**config.mk**
```make
export PLATFORM = sky130hd
export DESIGN_NAME = led_drv
export DESIGN_NICKNAME = d
export VERILOG_FILES = /design/src/rtl/led_drv.sv
export SDC_FILE = /design/constraint.sdc
export NUM_CORES = 1
export LEC_CHECK = 0
export CORE_AREA = 4 4 52 54
export CTS_CLUSTER_SIZE = 14
export DETAILED_ROUTE_END_ITERATION = 8
export DIE_AREA = 0 0 56 58
export PLACE_DENSITY = 0.75
export SLEW_MARGIN = 10
export SYNTH_ARGS = -nofsm -noshare
export SYNTH_HDL_FRONTEND = slang
export SYNTH_SLANG_ARGS = --single-unit
export TNS_END_PERCENT = 1
```
**constraint.sdc**
```tcl
create_clock -name clk -period 1.55 [get_ports clk]
set_input_delay 0.31 -clock clk [delete_from_list [all_inputs] [get_ports clk]]
set_output_delay 0.31 -clock clk [all_outputs]
set_load 0.02 [all_outputs]
```
**src/rtl/led_drv.sv**
```systemverilog
// LED pin driver: buffers OFF/ON/BLINK/PWM commands through a one-deep
// valid/ready slot and applies them only on PWM period boundaries.
module led_drv #(
    parameter int unsigned div_ratio     = 10,
    parameter int unsigned pwm_bits      = 4,
    parameter int unsigned blink_periods = 8
) (
    input  logic                clk,
    input  logic                rst,
    input  logic                cmd_valid,
    output logic                cmd_ready,
    input  logic [1:0]          cmd_mode,
    input  logic [pwm_bits-1:0] cmd_level,
    output logic                led
);

    localparam int unsigned DIV_W = (div_ratio > 1) ? $clog2(div_ratio) : 1;
    localparam int unsigned BLK_W = (blink_periods > 1) ? $clog2(blink_periods) : 1;

    localparam logic [DIV_W-1:0]    DIV_LAST = DIV_W'(div_ratio - 1);
    localparam logic [BLK_W-1:0]    BLK_LAST = BLK_W'(blink_periods - 1);
    localparam logic [pwm_bits-1:0] PWM_LAST = '1;

    localparam logic [1:0] MODE_OFF   = 2'd0;
    localparam logic [1:0] MODE_ON    = 2'd1;
    localparam logic [1:0] MODE_BLINK = 2'd2;
    localparam logic [1:0] MODE_PWM   = 2'd3;

    typedef struct packed {
        logic [1:0]          mode;
        logic [pwm_bits-1:0] level;
    } cmd_t;

    localparam cmd_t CMD_RESET = '{mode: MODE_OFF, level: '0};

    logic [DIV_W-1:0]    div_q,       div_d;
    logic                tick_q,      tick_d;
    logic [pwm_bits-1:0] pwm_cnt_q,   pwm_cnt_d;
    logic                ready_q,     ready_d;
    cmd_t                slot_q,      slot_d;
    cmd_t                act_q,       act_d;
    logic [BLK_W-1:0]    blink_cnt_q, blink_cnt_d;
    logic                phase_q,     phase_d;
    logic                led_q,       led_d;

    logic boundary;
    logic apply;
    logic accept;
    logic lit;

    // Prescaler and free-running PWM counter.
    always_comb begin
        div_d     = div_q;
        tick_d    = 1'b0;
        pwm_cnt_d = pwm_cnt_q;

        if (div_q == DIV_LAST) begin
            div_d  = '0;
            tick_d = 1'b1;
        end else begin
            div_d = div_q + DIV_W'(1);
        end

        if (tick_q) begin
            pwm_cnt_d = pwm_cnt_q + pwm_bits'(1);
        end
    end

    assign boundary = tick_q && (pwm_cnt_q == PWM_LAST);
    // The slot is full exactly when ready is low, so accept and apply never coincide.
    assign apply    = boundary && !ready_q;
    assign accept   = cmd_valid && ready_q;

    // Command slot, active command and blink phase.
    always_comb begin
        ready_d     = ready_q;
        slot_d      = slot_q;
        act_d       = act_q;
        blink_cnt_d = blink_cnt_q;
        phase_d     = phase_q;

        if (apply) begin
            act_d       = slot_q;
            ready_d     = 1'b1;
            blink_cnt_d = '0;
            phase_d     = 1'b1;
        end else if (boundary) begin
            if (blink_cnt_q == BLK_LAST) begin
                blink_cnt_d = '0;
                phase_d     = !phase_q;
            end else begin
                blink_cnt_d = blink_cnt_q + BLK_W'(1);
            end
        end

        if (accept) begin
            slot_d.mode  = cmd_mode;
            slot_d.level = cmd_level;
            ready_d      = 1'b0;
        end
    end

    assign lit = (pwm_cnt_q < act_q.level);

    // Pin value from the current state, registered one cycle later.
    always_comb begin
        led_d = 1'b0;
        case (act_q.mode)
            MODE_OFF:   led_d = 1'b0;
            MODE_ON:    led_d = 1'b1;
            MODE_BLINK: led_d = phase_q && lit;
            MODE_PWM:   led_d = lit;
            default:    led_d = 1'b0;
        endcase
    end

    always_ff @(posedge clk or negedge rst) begin
        if (!rst) begin
            div_q       <= '0;
            tick_q      <= 1'b0;
            pwm_cnt_q   <= '0;
            ready_q     <= 1'b1;
            slot_q      <= CMD_RESET;
            act_q       <= CMD_RESET;
            blink_cnt_q <= '0;
            phase_q     <= 1'b1;
            led_q       <= 1'b0;
        end else begin
            div_q       <= div_d;
            tick_q      <= tick_d;
            pwm_cnt_q   <= pwm_cnt_d;
            ready_q     <= ready_d;
            slot_q      <= slot_d;
            act_q       <= act_d;
            blink_cnt_q <= blink_cnt_d;
            phase_q     <= phase_d;
            led_q       <= led_d;
        end
    end

    assign cmd_ready = ready_q;
    assign led       = led_q;

endmodule

```
==> impl_results.md <==
- Result of the run: complete, no violations
- Top-level port count: 11
- Placement row count: 17
- # Post-CTS Setup Buffers: 0
- Number of max-slew violations in the final report: 0
- M1 GR Usage: between 15 and 20%
- Via count: between 600 and 700
- Number of violations reported at the end of detailed-routing iteration 0: 12
- Critical path capture point type: primary output
- R2R setup slack: 0.10 ns
- Sink Count: 27
- Max-cap violation count: 0
- Synth warn: 0
- Via count of the first global-routing pass: approximately 730
- Slew at the pin with the worst max-slew slack: between 0.3 and 0.4 ns
- Critical Path Slowest Stage Cell: sky130_fd_sc_hd__dfstp_2
- Launching element type of the critical path: flop
- Non-filler cells, final: 133
- Detailed-router iteration count before antenna repair: 4
- Worst r2r src: pwm_cnt_q[0]
- H-tree depth: 1
- Met3 Usage GRT: 2.67%
- Clock latency reported for the late side of the worst-skew pair: between 0.3 and 0.4 ns
- Share of synthesized area occupied by flip-flops and latches: 56.5%
- Fraction of layout cells with a size suffix above 1: between 20% and 30%
- Mean post-synth cell area: between 10 and 15 µm²
- Sequence of cells on the critical path: clkdlybuf4s15_1
- Post-layout worst setup margin: 0.0894 ns
- Delay of the slowest critical-path stage: 0.55 ns
- Antenna violations before repair: 0
- Clock buffers created by TritonCTS: 3
- Kind of cell adding the most delay to the critical path: flip-flops
- Net count reported at finish: ~120
- Maximum number of pins on one net before global-route repair: 28
- RSZ-0062 raised after global routing: no
- Final Hold Viols: 0
- Total instance count after detailed placement: 129
- Final worst path period share: about 94%
- Worst Skew: about 0.007 ns
- Total global-route track usage: roughly an eighth
- Buffers & Inverters on Critical Path: 1
- CTS tree: built
- Antenna diode instance count: 0
- Initial Util: a little over half
- Synthesized cell area: 0.00120 mm²
- Final sum of negative setup slack: 0 ns
- Placement Setup Slack: ~0.10 ns
- Sequential fraction of design power: between 60 and 70%
- Endpoint required time on the critical path: between 1 and 1.5 ns
- Die span in x: 56 µm
- Growth of design area from synthesis to finish: 14.8%
- Maximum clock rate: between 0.6 and 0.7 GHz
- Routed wire per std cell: between 10 and 15 µm
- Clock Root Buffer: sky130_fd_sc_hd__clkbuf_4
- Number of synthesized register bits: 27
- Clock input transition at the sequential cells of the worst setup and hold paths: between 0.1 and 0.15 ns
- DRC: 0
- Worst EP arrival: around 1.2 ns
- Total internal power: 0.856 mW
- Final Setup Violations: 0
- Most Crowded Layer GR: met2
- Worst hold path type: in -> async
- Floorplan die area: around 0.0032 mm²
- Post-route antenna net violation count: 0
- Shortest period the worst path allows: approximately 1.5 ns
- Detailed-route wire length: between 1500 and 2000 µm
- Maximum VDD drop: between 0.0005 and 0.0006 V
- Netlist cell types: 26
- Relative contribution of combinational cells to total power: 4.8%
- Switching Fraction: 19.9%
- Leakage: around 0.65 nW
- Met2 usage in global routing: between 20% and 30%
- Clock network fraction of design power: 26.6%
- Synth Instances: 89
- Power per Cell Area: about 770 mW/mm²
- Global route overflow: 0
- Type of the worst setup path: reg -> out
- Count of port buffers added during placement: 10
- Most common library cell in the layout ignoring fill and taps: sky130_fd_sc_hd__dfrtp_1
- Floorplan Core Area: approximately 0.0022 mm²
- Critical Path Start: cmd_ready
- Most frequent cells in the layout: sky130_fd_sc_hd__dfrtp_1 (25), sky130_fd_sc_hd__nand2_1 (8), sky130_fd_sc_hd__clkdlybuf4s50_1 (8)
- Switching power: 0.212 mW
- Largest buffer count on any clock path: 2
- Mean number of vias per cell: about 5.2
- Post-synthesis net count: 104
- Headroom to the max-slew limit: roughly 80%
- GPL Wtd Cong: 0.664
- Vertical die dimension: just under 60 µm
- Worst-path fanout max: 2
- Global-route wire length before repair: 3170 µm
==> stage by stage <==
stage	cell area (µm²)	hold slack (ns)	utilization (%)	total power, mW
final	1380	0.340	62.3	1.07
after global routing	1380	0.363	62.3	1.13
after CTS	1380	0.345	62.2	1.09
after detailed placement	1350	0.467	61.1	0.799
after global placement	1350	0.466	61.1	0.797
after floorplan	1200	0.0144	-	0.759
==> registers in the layout, indices dropped and copies added, names as in the netlist <==
| register | flops |
|---|---|
| pwm_cnt_q | 4 |
| tick_q | 1 |
| blink_cnt_q | 3 |
| act_q | 6 |
| led | 1 |
| cmd_ready | 1 |
| phase_q | 1 |
| div_q | 4 |
| slot_q | 6 |
==> Yosys cell counts <==
cell type | count | area share (%)
sky130_fd_sc_hd__dfrtp_1 | 25 | 52
sky130_fd_sc_hd__nand2_1 | 8 | 2.5
sky130_fd_sc_hd__mux2_2 | 7 | 6.6
sky130_fd_sc_hd__ha_1 | 6 | 6.3
sky130_fd_sc_hd__mux2_4 | 6 | 7.5
sky130_fd_sc_hd__inv_1 | 5 | 1.6
sky130_fd_sc_hd__o21ai_0 | 5 | 2.1
sky130_fd_sc_hd__a21oi_1 | 3 | 1.3
sky130_fd_sc_hd__xnor2_1 | 3 | 2.2
sky130_fd_sc_hd__dfstp_2 | 2 | 4.4
sky130_fd_sc_hd__mux2i_1 | 2 | 1.7
sky130_fd_sc_hd__nand3_1 | 2 | 0.83
sky130_fd_sc_hd__nor3b_1 | 2 | 1.3
sky130_fd_sc_hd__a21o_1 | 1 | 0.63
sky130_fd_sc_hd__a21o_2 | 1 | 0.73
sky130_fd_sc_hd__a22o_1 | 1 | 0.73
sky130_fd_sc_hd__buf_2 | 1 | 0.42
sky130_fd_sc_hd__nand2b_1 | 1 | 0.52
sky130_fd_sc_hd__nand4_1 | 1 | 0.52
sky130_fd_sc_hd__nand4_4 | 1 | 1.8
sky130_fd_sc_hd__nor2_1 | 1 | 0.31
sky130_fd_sc_hd__nor2_8 | 1 | 1.7
sky130_fd_sc_hd__nor3_1 | 1 | 0.42
sky130_fd_sc_hd__nor4b_1 | 1 | 0.73
sky130_fd_sc_hd__o211ai_1 | 1 | 0.63
sky130_fd_sc_hd__xor2_1 | 1 | 0.73
==> worst paths after layout <==
kind	to	cells past startpoint
hold / removal	div_q[1]	2
setup / recovery	cmd_ready	1
max in group asynchronous	phase_q	2
setup reg to reg	blink_cnt_q[0]	5
hold reg to reg	led	1
min in group clk	led	1
==> power by group through the flow <==
stage | combinational, mW | sequential, mW | clock, mW
detailed placement | 0.0533 | 0.746 | 0
global placement | 0.0518 | 0.745 | 0
CTS | 0.0532 | 0.732 | 0.300
finish | 0.0512 | 0.732 | 0.284
global route | 0.0581 | 0.735 | 0.338
floorplan | 0.0163 | 0.742 | 0
==> layout make-up <==
class	instances	area [µm²]
Sequential cell	27	678
Multi-Input combinational cell	56	498
Inverter	5	18.8
Tap cell	28	35.0
Fill cell	199	835
Clock buffer	4	26.3
Timing Repair Buffer	13	121
==> per-layer routing <==
layer	part of all wire [%]	routed length (µm)
met5	0	0
met4	0.74	13
met3	2.6	46
met2	51	886
met1	46	806
==> repair_timing <==
action,4_1_cts,5_1_grt
resized for setup,2,1
endpoints found under the setup margin,2,1
hold buffers,0,0
==> cell families after synthesis <==
| logic type | Yosys count | synth area share [%] |
|---|---|---|
| compound gates | 12 | 6.05 |
| xor+xnor | 4 | 2.92 |
| fa+ha+maj | 6 | 6.26 |
| buf+inv | 6 | 1.98 |
| flops | 27 | 56.5 |
| mux | 15 | 15.7 |
| simple gates | 19 | 10.5 |
(Power assumes the default switching activity.)
